### src/rtl/ctrl_pkg.sv
// Shared control-unit encodings: FSM states, opcode/funct values, mux selects and the control word.
package ctrl_pkg;

    localparam int unsigned OP_W    = 6;
    localparam int unsigned FN_W    = 6;
    localparam int unsigned ALU_W   = 3;
    localparam int unsigned SRCA_W  = 2;
    localparam int unsigned SRCB_W  = 3;
    localparam int unsigned PCS_W   = 2;
    localparam int unsigned ADR_W   = 2;
    localparam int unsigned CB_W    = 2;
    localparam int unsigned DST_W   = 2;
    localparam int unsigned M2R_W   = 3;
    localparam int unsigned EC_W    = 2;

    // Opcodes (IR[31:26])
    localparam logic [OP_W-1:0] OP_RTYPE = 6'h00;
    localparam logic [OP_W-1:0] OP_J     = 6'h02;
    localparam logic [OP_W-1:0] OP_BEQ   = 6'h04;
    localparam logic [OP_W-1:0] OP_BNE   = 6'h05;
    localparam logic [OP_W-1:0] OP_ADDI  = 6'h08;
    localparam logic [OP_W-1:0] OP_LW    = 6'h23;
    localparam logic [OP_W-1:0] OP_SW    = 6'h2B;

    // R-type function codes (IR[5:0])
    localparam logic [FN_W-1:0] FN_ADD = 6'h20;
    localparam logic [FN_W-1:0] FN_SUB = 6'h22;
    localparam logic [FN_W-1:0] FN_AND = 6'h24;

    // ALU operations
    localparam logic [ALU_W-1:0] ALU_ADD = 3'b001;
    localparam logic [ALU_W-1:0] ALU_SUB = 3'b010;
    localparam logic [ALU_W-1:0] ALU_AND = 3'b011;
    localparam logic [ALU_W-1:0] ALU_CMP = 3'b111;

    // ALU operand selects
    localparam logic [SRCA_W-1:0] SRCA_PC   = 2'b00;
    localparam logic [SRCA_W-1:0] SRCA_REGA = 2'b10;
    localparam logic [SRCB_W-1:0] SRCB_REGB   = 3'b000;
    localparam logic [SRCB_W-1:0] SRCB_FOUR   = 3'b001;
    localparam logic [SRCB_W-1:0] SRCB_IMM    = 3'b010;
    localparam logic [SRCB_W-1:0] SRCB_IMM_S2 = 3'b100;

    // PC source, memory address, branch condition
    localparam logic [PCS_W-1:0] PCS_ALU    = 2'b00;
    localparam logic [PCS_W-1:0] PCS_ALUOUT = 2'b01;
    localparam logic [PCS_W-1:0] PCS_JUMP   = 2'b10;
    localparam logic [PCS_W-1:0] PCS_MDR    = 2'b11;
    localparam logic [ADR_W-1:0] ADR_PC     = 2'b00;
    localparam logic [ADR_W-1:0] ADR_ALUOUT = 2'b01;
    localparam logic [ADR_W-1:0] ADR_EXC    = 2'b10;
    localparam logic [CB_W-1:0]  CB_EQ      = 2'b00;
    localparam logic [CB_W-1:0]  CB_NE      = 2'b01;

    // Register-file destination and write-back source
    localparam logic [DST_W-1:0] DST_RT     = 2'b00;
    localparam logic [DST_W-1:0] DST_RD     = 2'b01;
    localparam logic [M2R_W-1:0] M2R_ALUOUT = 3'b000;
    localparam logic [M2R_W-1:0] M2R_MDR    = 3'b001;

    // Exception causes
    localparam logic [EC_W-1:0] EC_NONE   = 2'b00;
    localparam logic [EC_W-1:0] EC_BAD_OP = 2'b01;
    localparam logic [EC_W-1:0] EC_OVF    = 2'b10;

    typedef enum logic [4:0] {
        ST_RESET,
        ST_FETCH,
        ST_FETCH_WAIT,
        ST_DECODE,
        ST_EXEC_R,
        ST_WB_R,
        ST_EXEC_I,
        ST_WB_I,
        ST_ADDR,
        ST_MEM_RD,
        ST_MEM_WAIT,
        ST_WB_LW,
        ST_MEM_WR,
        ST_BRANCH,
        ST_JUMP,
        ST_EXC_SAVE,
        ST_EXC_WAIT,
        ST_EXC_JUMP
    } state_t;

    // Full control word driven to the datapath
    typedef struct packed {
        logic              pc_w;
        logic              pc_write_cond;
        logic [CB_W-1:0]   cb;
        logic [PCS_W-1:0]  pc_source;
        logic [ADR_W-1:0]  iord;
        logic              mem_w;
        logic              mdr_w;
        logic              ir_w;
        logic              reg_ab_w;
        logic              alu_out_reg_w;
        logic              rb_w;
        logic              epc_w;
        logic [SRCA_W-1:0] alu_src_a;
        logic [SRCB_W-1:0] alu_src_b;
        logic [ALU_W-1:0]  alu_control;
        logic [DST_W-1:0]  reg_dst;
        logic [M2R_W-1:0]  mem_to_reg;
        logic [EC_W-1:0]   ec_ctrl;
    } ctrl_out_t;

    // R-type functions this core implements
    function automatic logic rtype_valid(input logic [FN_W-1:0] fn);
        return (fn == FN_ADD) || (fn == FN_SUB) || (fn == FN_AND);
    endfunction

endpackage

### src/rtl/ctrl_unit.sv
// Multi-cycle MIPS-style control FSM with bad-opcode and overflow exceptions.
module ctrl_unit
    import ctrl_pkg::*;
(
    input  logic              clk,
    input  logic              reset,
    input  logic [OP_W-1:0]   opcode,
    input  logic [FN_W-1:0]   funct,
    input  logic              Flag_Overflow,
    output logic              PC_W,
    output logic              PCWriteCond,
    output logic [CB_W-1:0]   CB,
    output logic [PCS_W-1:0]  PCSource,
    output logic [ADR_W-1:0]  IorD,
    output logic              Mem_W,
    output logic              MDR_W,
    output logic              IR_W,
    output logic              Reg_AB_W,
    output logic              ALU_Out_Reg_W,
    output logic              RB_W,
    output logic              EPC_W,
    output logic [SRCA_W-1:0] ALUSrcA,
    output logic [SRCB_W-1:0] ALUSrcB,
    output logic [ALU_W-1:0]  ALUControl,
    output logic [DST_W-1:0]  regDST,
    output logic [M2R_W-1:0]  MemToReg,
    output logic [EC_W-1:0]   EC_CTRL
);

    state_t          state, nxt_state;
    logic [EC_W-1:0] cause, nxt_cause;
    ctrl_out_t       out_q, nxt_out;

    // Moore output decode for one state; anything not set stays 0
    function automatic ctrl_out_t decode(input state_t st, input logic [EC_W-1:0] ec,
                                         input logic [OP_W-1:0] op, input logic [FN_W-1:0] fn);
        ctrl_out_t o;
        o = '0;
        case (st)
            ST_FETCH: begin
                o.iord = ADR_PC;
            end
            ST_FETCH_WAIT: begin
                o.ir_w        = 1'b1;
                o.alu_src_a   = SRCA_PC;
                o.alu_src_b   = SRCB_FOUR;
                o.alu_control = ALU_ADD;
                o.pc_source   = PCS_ALU;
                o.pc_w        = 1'b1;
            end
            ST_DECODE: begin
                o.reg_ab_w      = 1'b1;
                o.alu_src_a     = SRCA_PC;
                o.alu_src_b     = SRCB_IMM_S2;
                o.alu_control   = ALU_ADD;
                o.alu_out_reg_w = 1'b1;
            end
            ST_EXEC_R: begin
                o.alu_src_a     = SRCA_REGA;
                o.alu_src_b     = SRCB_REGB;
                o.alu_out_reg_w = 1'b1;
                case (fn)
                    FN_SUB:  o.alu_control = ALU_SUB;
                    FN_AND:  o.alu_control = ALU_AND;
                    default: o.alu_control = ALU_ADD;
                endcase
            end
            ST_WB_R: begin
                o.reg_dst    = DST_RD;
                o.mem_to_reg = M2R_ALUOUT;
                o.rb_w       = 1'b1;
            end
            ST_EXEC_I, ST_ADDR: begin
                o.alu_src_a     = SRCA_REGA;
                o.alu_src_b     = SRCB_IMM;
                o.alu_control   = ALU_ADD;
                o.alu_out_reg_w = 1'b1;
            end
            ST_WB_I: begin
                o.reg_dst    = DST_RT;
                o.mem_to_reg = M2R_ALUOUT;
                o.rb_w       = 1'b1;
            end
            ST_MEM_RD: begin
                o.iord = ADR_ALUOUT;
            end
            ST_MEM_WAIT: begin
                o.mdr_w = 1'b1;
            end
            ST_WB_LW: begin
                o.reg_dst    = DST_RT;
                o.mem_to_reg = M2R_MDR;
                o.rb_w       = 1'b1;
            end
            ST_MEM_WR: begin
                o.iord  = ADR_ALUOUT;
                o.mem_w = 1'b1;
            end
            ST_BRANCH: begin
                o.alu_src_a     = SRCA_REGA;
                o.alu_src_b     = SRCB_REGB;
                o.alu_control   = ALU_CMP;
                o.pc_write_cond = 1'b1;
                o.pc_source     = PCS_ALUOUT;
                o.cb            = (op == OP_BNE) ? CB_NE : CB_EQ;
            end
            ST_JUMP: begin
                o.pc_source = PCS_JUMP;
                o.pc_w      = 1'b1;
            end
            ST_EXC_SAVE: begin
                o.epc_w   = 1'b1;
                o.ec_ctrl = ec;
                o.iord    = ADR_EXC;
            end
            ST_EXC_WAIT: begin
                o.iord    = ADR_EXC;
                o.mdr_w   = 1'b1;
                o.ec_ctrl = ec;
            end
            ST_EXC_JUMP: begin
                o.pc_source = PCS_MDR;
                o.pc_w      = 1'b1;
            end
            default: ;
        endcase
        return o;
    endfunction

    // Next-state, exception cause and next control word
    always_comb begin
        nxt_state = state;
        nxt_cause = cause;
        case (state)
            ST_RESET:      nxt_state = ST_FETCH;
            ST_FETCH:      nxt_state = ST_FETCH_WAIT;
            ST_FETCH_WAIT: nxt_state = ST_DECODE;
            ST_DECODE: begin
                case (opcode)
                    OP_RTYPE: begin
                        if (rtype_valid(funct)) begin
                            nxt_state = ST_EXEC_R;
                        end else begin
                            nxt_state = ST_EXC_SAVE;
                            nxt_cause = EC_BAD_OP;
                        end
                    end
                    OP_ADDI:        nxt_state = ST_EXEC_I;
                    OP_LW, OP_SW:   nxt_state = ST_ADDR;
                    OP_BEQ, OP_BNE: nxt_state = ST_BRANCH;
                    OP_J:           nxt_state = ST_JUMP;
                    default: begin
                        nxt_state = ST_EXC_SAVE;
                        nxt_cause = EC_BAD_OP;
                    end
                endcase
            end
            // AND cannot overflow, so its flag is ignored
            ST_EXEC_R: begin
                if (Flag_Overflow && (funct != FN_AND)) begin
                    nxt_state = ST_EXC_SAVE;
                    nxt_cause = EC_OVF;
                end else begin
                    nxt_state = ST_WB_R;
                end
            end
            ST_EXEC_I: begin
                if (Flag_Overflow) begin
                    nxt_state = ST_EXC_SAVE;
                    nxt_cause = EC_OVF;
                end else begin
                    nxt_state = ST_WB_I;
                end
            end
            ST_ADDR:      nxt_state = (opcode == OP_SW) ? ST_MEM_WR : ST_MEM_RD;
            ST_MEM_RD:    nxt_state = ST_MEM_WAIT;
            ST_MEM_WAIT:  nxt_state = ST_WB_LW;
            ST_EXC_SAVE:  nxt_state = ST_EXC_WAIT;
            ST_EXC_WAIT:  nxt_state = ST_EXC_JUMP;
            ST_EXC_JUMP: begin
                nxt_state = ST_FETCH;
                nxt_cause = EC_NONE;
            end
            ST_WB_R, ST_WB_I, ST_WB_LW, ST_MEM_WR, ST_BRANCH, ST_JUMP: nxt_state = ST_FETCH;
            default:      nxt_state = ST_RESET;
        endcase
        nxt_out = decode(nxt_state, nxt_cause, opcode, funct);
    end

    // State, cause and registered control word; reset clears all outputs at once
    always_ff @(posedge clk or negedge reset) begin
        if (!reset) begin
            state <= ST_RESET;
            cause <= EC_NONE;
            out_q <= '0;
        end else begin
            state <= nxt_state;
            cause <= nxt_cause;
            out_q <= nxt_out;
        end
    end

    assign PC_W          = out_q.pc_w;
    assign PCWriteCond   = out_q.pc_write_cond;
    assign CB            = out_q.cb;
    assign PCSource      = out_q.pc_source;
    assign IorD          = out_q.iord;
    assign Mem_W         = out_q.mem_w;
    assign MDR_W         = out_q.mdr_w;
    assign IR_W          = out_q.ir_w;
    assign Reg_AB_W      = out_q.reg_ab_w;
    assign ALU_Out_Reg_W = out_q.alu_out_reg_w;
    assign RB_W          = out_q.rb_w;
    assign EPC_W         = out_q.epc_w;
    assign ALUSrcA       = out_q.alu_src_a;
    assign ALUSrcB       = out_q.alu_src_b;
    assign ALUControl    = out_q.alu_control;
    assign regDST        = out_q.reg_dst;
    assign MemToReg      = out_q.mem_to_reg;
    assign EC_CTRL       = out_q.ec_ctrl;

endmodule
### config.mk
export PLATFORM = sky130hd
export DESIGN_NAME = ctrl_unit
export DESIGN_NICKNAME = d
export VERILOG_FILES = /design/src/rtl/ctrl_pkg.sv /design/src/rtl/ctrl_unit.sv
export SDC_FILE = /design/constraint.sdc
export NUM_CORES = 1
export LEC_CHECK = 0
export ABC_CLOCK_PERIOD_IN_PS = 2400
export CORE_ASPECT_RATIO = 0.7
export CORE_MARGIN = 2
export CORE_UTILIZATION = 48
export DETAILED_ROUTE_END_ITERATION = 10
export PLACE_DENSITY = 0.84
export SYNTH_ARGS = -nofsm -noshare
export SYNTH_HDL_FRONTEND = slang
export SYNTH_SLANG_ARGS = --single-unit
### constraint.sdc
create_clock -name clk -period 2.4 [get_ports clk]
set_clock_uncertainty 0.1 [all_clocks]
set_input_delay 0.72 -clock clk [delete_from_list [all_inputs] [get_ports clk]]
set_output_delay 0.72 -clock clk [all_outputs]
set_load 0.03 [all_outputs]
### Word-level counts from Yosys, hierarchy flattened

Index checks and enable logic that the tools add are counted.

* reduce and logical (&&, ||, !) cells: 16
* equality and inequality tests: 43
* mux-type cells: 27

Operators by type and width (number)
* $eq A5 B4 Y1 const B: 16
* $pmux W5 S11: 1
* $eq A5 B3 Y1 const B: 8
* $pmux W8 S5: 1
* $eq A6 B6 Y1 const B: 5
* $pmux W5 S5: 1
* $eq A5 B2 Y1 const B: 4
* $eq A5 B5 Y1 const B: 4
* $eq A6 B3 Y1 const B: 2
* $mux W4: 3
* $pmux W2 S2: 3
* $reduce_or A2 Y1: 6
* $mux W1: 9
* $mux W2: 4
* $pmux W2 S4: 1
* $pmux W4 S2: 1
* $reduce_or A8 Y1: 1
* $eq A6 B2 Y1 const B: 1
* $eq A6 B4 Y1 const B: 1
* $logic_not A6 Y1: 1
* $mux W3: 2
* $ne A6 B6 Y1 const B: 1
* $pmux W2 S3: 1
* $reduce_or A3 Y1: 2
* 6 further kinds: 7

* input port bits: 15
* word-level logic and storage cells: 106
* output and inout bits: 30
* bits in registers: 37

### Longest topological paths before layout

Gate-level depths: netlist (run 1).

* word-level depth: 9
* mapped depth: 7
* depth with buffers taken out: 6

### Worst setup path before layout (run 1)

No wires, ideal clock.

* path kind: input to register
* start point: in funct[0]
* end point: reg out_q, in the netlist ALUSrcA[1]
* arrival: 2082 ps
* path buffers: 0
* stages: 6
* setup slack: 87 ps
* library setup time: 131 ps
* required time: 2169 ps
* path through: nor4b_4 > a21boi_0 > a211oi_2 > o311ai_1 > o211ai_2 > nand3_1

RTL lines
* start, declared: line ctrl_unit.sv:8 `input logic [FN_W-1:0] funct,`
* end signal, assigned: line ctrl_unit.sv:199 `out_q <= nxt_out;`
* end, declared: line ctrl_unit.sv:32 `ctrl_out_t out_q, nxt_out;`

==> impl_metrics.ini, run 1 <==
[status]
status = finished, final reports clean

[layout]
fin_util_pct = 78.1
regArea_um2 = 801
fin_cells = 286
antenna_cells = 0
fin_area_um2 = 2510
finalNetCount = 253
drive_gt1_share_pct = 31.8
multi_input_area_um2 = 866
synthToLayoutAreaGrowth_pct = 51.8
n_fill_cell = 194

[yosys]
synth_cell_type_count = 51
synth-seq-area-share_pct = 48.5
yosysWarnings = 0
synth_edf_count = 0
ys_seq_elements = 32
netlist_area_um2 = 1650
synth_flop_cell = dfrtp_1
synth.avg_cell_area_um2 = 10.1
synthCells = 163
synth-async-reset-ratio_pct = 100

[grt]
grt_pass1_vias = 1540
track_usage_pct = 26.8
grt_pass1_wl_um = 7580
antenna_found_initial = 0
grt_max_degree = 33
grt.overflow.total = 0

[setup_path]
critPathKind = in -> reg
cpMaxStageDelayCell = clkdlybuf4s50_1
reg2reg_from = state[4]$_DFF_PN0_
worst-r2r-cell-count = 7
cp_max_fo = 4
startpoint = funct[2]
max_stage_delay_ns = 0.50
critical_path.top_delay_family = compound AO/OA/AOI/OAI gates
worst-path-buf-inv = 2
critPathCaptureType = flop
crit_required_ns = 2.46
start_kind = input port
crit_chain = clkdlybuf4s50_1 > nor2b_2 > a21boi_2 > a211oi_4 > buf_4 > o311ai_4 > o211ai_4 > nand3_1
crit_arrival_ns = 2.44
crit_cells = 8

[sta]
max_freq_mhz = 421
tns_ns = 0
final.period_utilization_pct = 99.1
slew_viol_final = 0
finalSetupViolCount = 0
finalHoldViolCount = 0
min_period_ns = 2.38

[placed_design]
place_inst = 273
placed_area_um2 = 2280
gp_congestion = 0.866
dpl.hpwl_um = 3420
port-buffer-count = 39

[floorplan]
core_area_um2 = 3210
dieArea_um2 = 3930
die_w_um = 74.1
rows = 17
pin_count = 45
start_util_pct = 51.4
dieHeight_um = 53.1

[clocking]
root_buffer = clkbuf_8
path_clk_slew_ns = 0.07
cts_made_buffers = 5
cts_max_path_buffers = 2
cts_num_sinks = 32
htreeDepth = 2
clk-insertion-delay-late_ns = 0.29
tritoncts = yes

[route]
drc = 0
vias_per_cell = 5.65
wire_per_inst_um = 17.2
wl_um = 4910
drt_first_iter_violations = 179
postRouteAntennaNets = 0
drt_pass1_iterations = 5
vias = 1615

[pwr]
ir_drop_mv = 0.664
p_per_area_nw_per_um2 = 1280
fin_total_pwr_uw = 3210
leakage_uw = 0.00119

[min_path]
hold_path_class = reg -> reg
hold_path_depth = 2
hp-start = cause[0]$_DFF_PN0_

[job]
drv_cap = 0
## synth_stat cells, types with 3 or more instances
cell type	instances	area [µm²]
inv_1	6	22.5
nand3b_1	3	22.5
o21ai_0	8	40.0
dfrtp_1	32	801
buf_4	6	45.0
nand2b_1	5	31.3
nand3_1	5	25.0
buf_2	5	25.0
nor2b_1	6	37.5
nor2_1	16	60.1
nor3_1	5	25.0
a21oi_1	4	20.0
nand2_1	14	52.6
and3_1	3	18.8
or2_2	4	25.0
## tightest hold or removal path: stages (launching register included)
cell and delay [ns]:
dfrtp_1 0.32, o31ai_1 0.06, nand2_1 0.08
## where the power goes
group          total [µW]  internal (µW)  leakage, µW  switching [µW]
registers             762            697     0.000428            64.8
logic                1930            859     0.000705            1070
clock network         516            308    0.0000552             208
## cells by family after synthesis
kind of cell | Yosys count | share of synthesized area, %
other | 1 | 0.227
buffers and inverters | 17 | 5.61
XOR/XNOR | 2 | 1.06
flip-flops | 32 | 48.5
AND/OR/NAND/NOR | 80 | 30.8
AO/OA/AOI/OAI | 31 | 13.8
## state kept, by name, indices dropped and copies added (netlist names)
name / count
PCWriteCond: 1
Reg_AB_W: 1
ALU_Out_Reg_W: 1
EPC_W: 1
Mem_W: 1
ALUSrcB: 3
IR_W: 1
state: 5
MDR_W: 1
RB_W: 1
IorD: 2
PC_W: 1
PCSource: 2
ALUControl: 3
MemToReg: 1
EC_CTRL: 2
ALUSrcA: 1
regDST: 1
CB: 1
cause: 2
## metrics by stage
step	setup WS (ns)	hold WS (ns)
6_report	0.0228	0.400
5_1_grt	-0.0361	0.443
4_1_cts	0.00133	0.401
3_5_place_dp	-0.492	0.385
3_3_place_gp	-0.416	0.385
2_1_floorplan	0.0869	0.324
## metal layers
metal  part of all wire (%)  global-route usage (%)
met5                      0                       0
met1                     40                    34.7
met2                     50                    43.5
met3                    6.8                    5.71
met4                    2.8                    11.8
## area by class of cell
class                           instances  share of cell area, %
Inverter                                6                  0.898
Clock buffer                            6                   2.89
Clock inverter                          2                   1.40
Multi-Input combinational cell        118                   34.5
Timing Repair Buffer                   75                   26.0
Sequential cell                        32                   31.9
Tap cell                               47                   2.35
## cell usage in the layout, fill, tap and decap left out, types with 5 or more instances in the layout
cell / instances
inv_1: 6
clkbuf_8: 5
nand2_1: 14
clkdlybuf4s50_1: 29
dfrtp_1: 32
buf_4: 35
conb_1: 5
nor2_1: 16
o21ai_0: 5
## final timing paths
kind	to	slack, ns
worst max-delay path	ALUSrcA[1]$_DFF_PN0_	0.02
worst min-delay path	cause[0]$_DFF_PN0_	0.40
worst max register to register	ALU_Out_Reg_W$_DFF_PN0_	0.05
worst min register to register	cause[0]$_DFF_PN0_	0.40
max in group asynchronous	ALUControl[1]$_DFF_PN0_	1.16
min in group asynchronous	ALUSrcB[0]$_DFF_PN0_	0.73
## repair_timing
item                                   4_1_cts  5_1_grt
resized for setup                           17       21
endpoints found under the hold margin        0        0
pin swaps                                   11       10
hold buffers                                 0        0
setup buffers                                2        3
cloned                                       0        0
setup endpoints to repair                   12       11
(Power assumes the default switching activity.)
==> run 2, diff against run 1 <==
Settings changed: CTS_CLUSTER_SIZE set to 10.
==> results of run 2 <==
No change in the layout: final DEF, timing and power equal those of run 1.
==> run 3, diff against run 2 <==
Settings changed: ABC_CLOCK_PERIOD_IN_PS 2400 to 2700.
Clock period 2.4 ns to 2.7 ns, I/O delays scaled along.
==> run 3 against run 2 <==
  * Clock power fell by 33%
  * Die area is the same
  * Combinational power decreased by 28%
  * Non-clock buffer count decreased by 12
  * Setup slack improved by 0.012 ns
  * Via count shrank 8.8%
  * Wire length is 15% lower
  * Clock-buffer cell count unchanged
==> impl_metrics.ini, run 3 (synthesized netlist as in run 1, its figures left out) <==
[floorplan]
start_util_pct = 51.4
core_area_um2 = 3210
rows = 17
die_w_um = 74.1
dieHeight_um = 53.1
dieArea_um2 = 3930
pin_count = 45

[setup_path]
worst-path-buf-inv = 1
critPathKind = in -> reg
critical_path.top_delay_family = compound AO/OA/AOI/OAI gates
crit_chain = clkdlybuf4s50_1 > nor4b_4 > a21boi_1 > a211oi_2 > o311ai_2 > o211ai_2 > nand3b_1
rr_endpoint = ALU_Out_Reg_W$_DFF_PN0_
rrSetupSlack_ns = 0.30
start_kind = input port
critPathCaptureType = flop
max_stage_delay_ns = 0.45
cp_max_fo = 5
reg2reg_from = state[4]$_DFF_PN0_
crit_arrival_ns = 2.72
cpMaxStageDelayCell = a211oi_2
worst-r2r-cell-count = 6
crit_required_ns = 2.76
crit_cells = 7

[grt]
antenna_found_initial = 0
grt_pass1_wl_um = 6560
track_usage_pct = 22.9
grt.overflow.total = 0
grt_max_degree = 33
grt_pass1_vias = 1434

[status]
status = finished, final reports clean

[layout]
final_common_cell = clkdlybuf4s50_1
synthToLayoutAreaGrowth_pct = 41.0
regMostFlops = state
fin_cells = 273
fin_util_pct = 72.5
largest_reg_flops = 5
antenna_cells = 0
drive_gt1_share_pct = 22.1
layout_common_cells = 38 x clkdlybuf4s50_1, 32 x dfrtp_1, 24 x buf_4
n_fill_cell = 221
finalNetCount = 241

[sta]
finalSetupViolCount = 0
final.period_utilization_pct = 98.7
min_period_ns = 2.66
finalHoldViolCount = 0
slew_viol_final = 0
max_freq_mhz = 375
finalWorstSetupSlack_ns = 0.0352
worst_slew_pin_slew_ns = 0.521
timing.slew.headroom_pct = 65.2

[route]
wl_met2_um = 2010
wl_um = 4150
vias = 1473
drt_pass1_iterations = 4
drc = 0
drt_first_iter_violations = 112
dr_wl_met3_um = 267
vias_per_cell = 5.40
highest_layer = met4
wire_per_inst_um = 15.2
wl_met1_um = 1810
postRouteAntennaNets = 0

[placed_design]
gp_congestion = 0.871
place_worst_setup_slack_ns = -0.258
place_inst = 265
port-buffer-count = 39
dpl.hpwl_um = 3140

[clocking]
tritoncts = yes
ctsHoldBuffers = 0
cts_max_path_buffers = 2
cts_num_sinks = 32
path_clk_slew_ns = 0.07
clk-insertion-delay-late_ns = 0.28
cts_made_buffers = 5
root_buffer = clkbuf_8
htreeDepth = 2

[job]
drv_cap = 0

[min_path]
hold_path_class = reg -> reg
hp-start = cause[0]$_DFF_PN0_
holdPathEnd = cause[0]$_DFF_PN0_
hold_path_depth = 2

[pwr]
ir_drop_mv = 0.424
leakage_uw = 0.00106
p_per_area_nw_per_um2 = 1040
==> run 3: changes by cell type in the layout (fill, tap and decap cells not counted), sizes merged <==
| cell | previous run | this run |
|---|---|---|
| dlymetal6s2s | 3 | 1 |
| bufinv | 1 | 0 |
| dlygate4sd2 | 4 | 0 |
| buf | 36 | 24 |
| clkbuf | 9 | 6 |
| clkdlybuf4s50 | 29 | 38 |
==> run 3: worst register-to-register path: stages, from the launching register on <==
cell      delay [ns]
dfrtp_1         0.57
nand2b_1        0.44
nor2_1          0.18
a221o_2         0.44
and3_1          0.23
o211ai_2        0.21
nand3b_1        0.11
==> run 3: through the flow <==
step,cell area (µm²),hold slack [ns],total power [µW],TNS [ns]
final,2330,0.427,2430,0
after global routing,2330,0.471,2560,-0.0475
after CTS,2300,0.424,2360,0
after detailed placement,2220,0.402,2020,-2.33
after global placement,2220,0.383,1960,-1.49
after floorplan,1670,0.356,1550,0
==> run 3: worst max-delay path by stage <==
stage / endpoint / from / slack [ns]
after floorplan: ALUSrcA[1]$_DFF_PN0_ / funct[0] / 0.30
after global placement: EC_CTRL[1]$_DFF_PN0_ / opcode[2] / -0.21
after detailed placement: EC_CTRL[0]$_DFF_PN0_ / opcode[2] / -0.26
after CTS: EC_CTRL[0]$_DFF_PN0_ / opcode[2] / 0.04
after global routing: ALUControl[0]$_DFF_PN0_ / funct[0] / -0.02
final: ALU_Out_Reg_W$_DFF_PN0_ / funct[0] / 0.04
==> run 3: final cells by class <==
class / instances / area [µm²] / area share, %
Multi-Input combinational cell: 118 / 796 / 34.2
Sequential cell: 32 / 801 / 34.4
Clock buffer: 6 / 72.6 / 3.12
Inverter: 6 / 22.5 / 0.967
Clock inverter: 1 / 5.00 / 0.215
Timing Repair Buffer: 63 / 573 / 24.6
Tap cell: 47 / 58.8 / 2.53
==> run 3: report_power, final <==
part           internal (µW)  switching, µW  leakage [µW]
logic                    591            792      0.000593
registers                619           81.7      0.000428
clock network            175            170     0.0000410
total                   1390           1040       0.00106
==> run 3: metal layers <==
| metal | global-route usage [%] | vias up |
|---|---|---|
| met5 | 0 | - |
| met3 | 4.57 | 7 |
| li1 | - | 690 |
| met4 | 9.09 | 0 |
| met1 | 29.7 | 704 |
| met2 | 37.8 | 72 |
==> run 3: what timing repair did <==
item / in CTS / in global routing
endpoints found under the hold margin: 0 / 0
gates resized for setup: 0 / 7
setup endpoints to repair: 0 / 10
setup buffers: 0 / 1
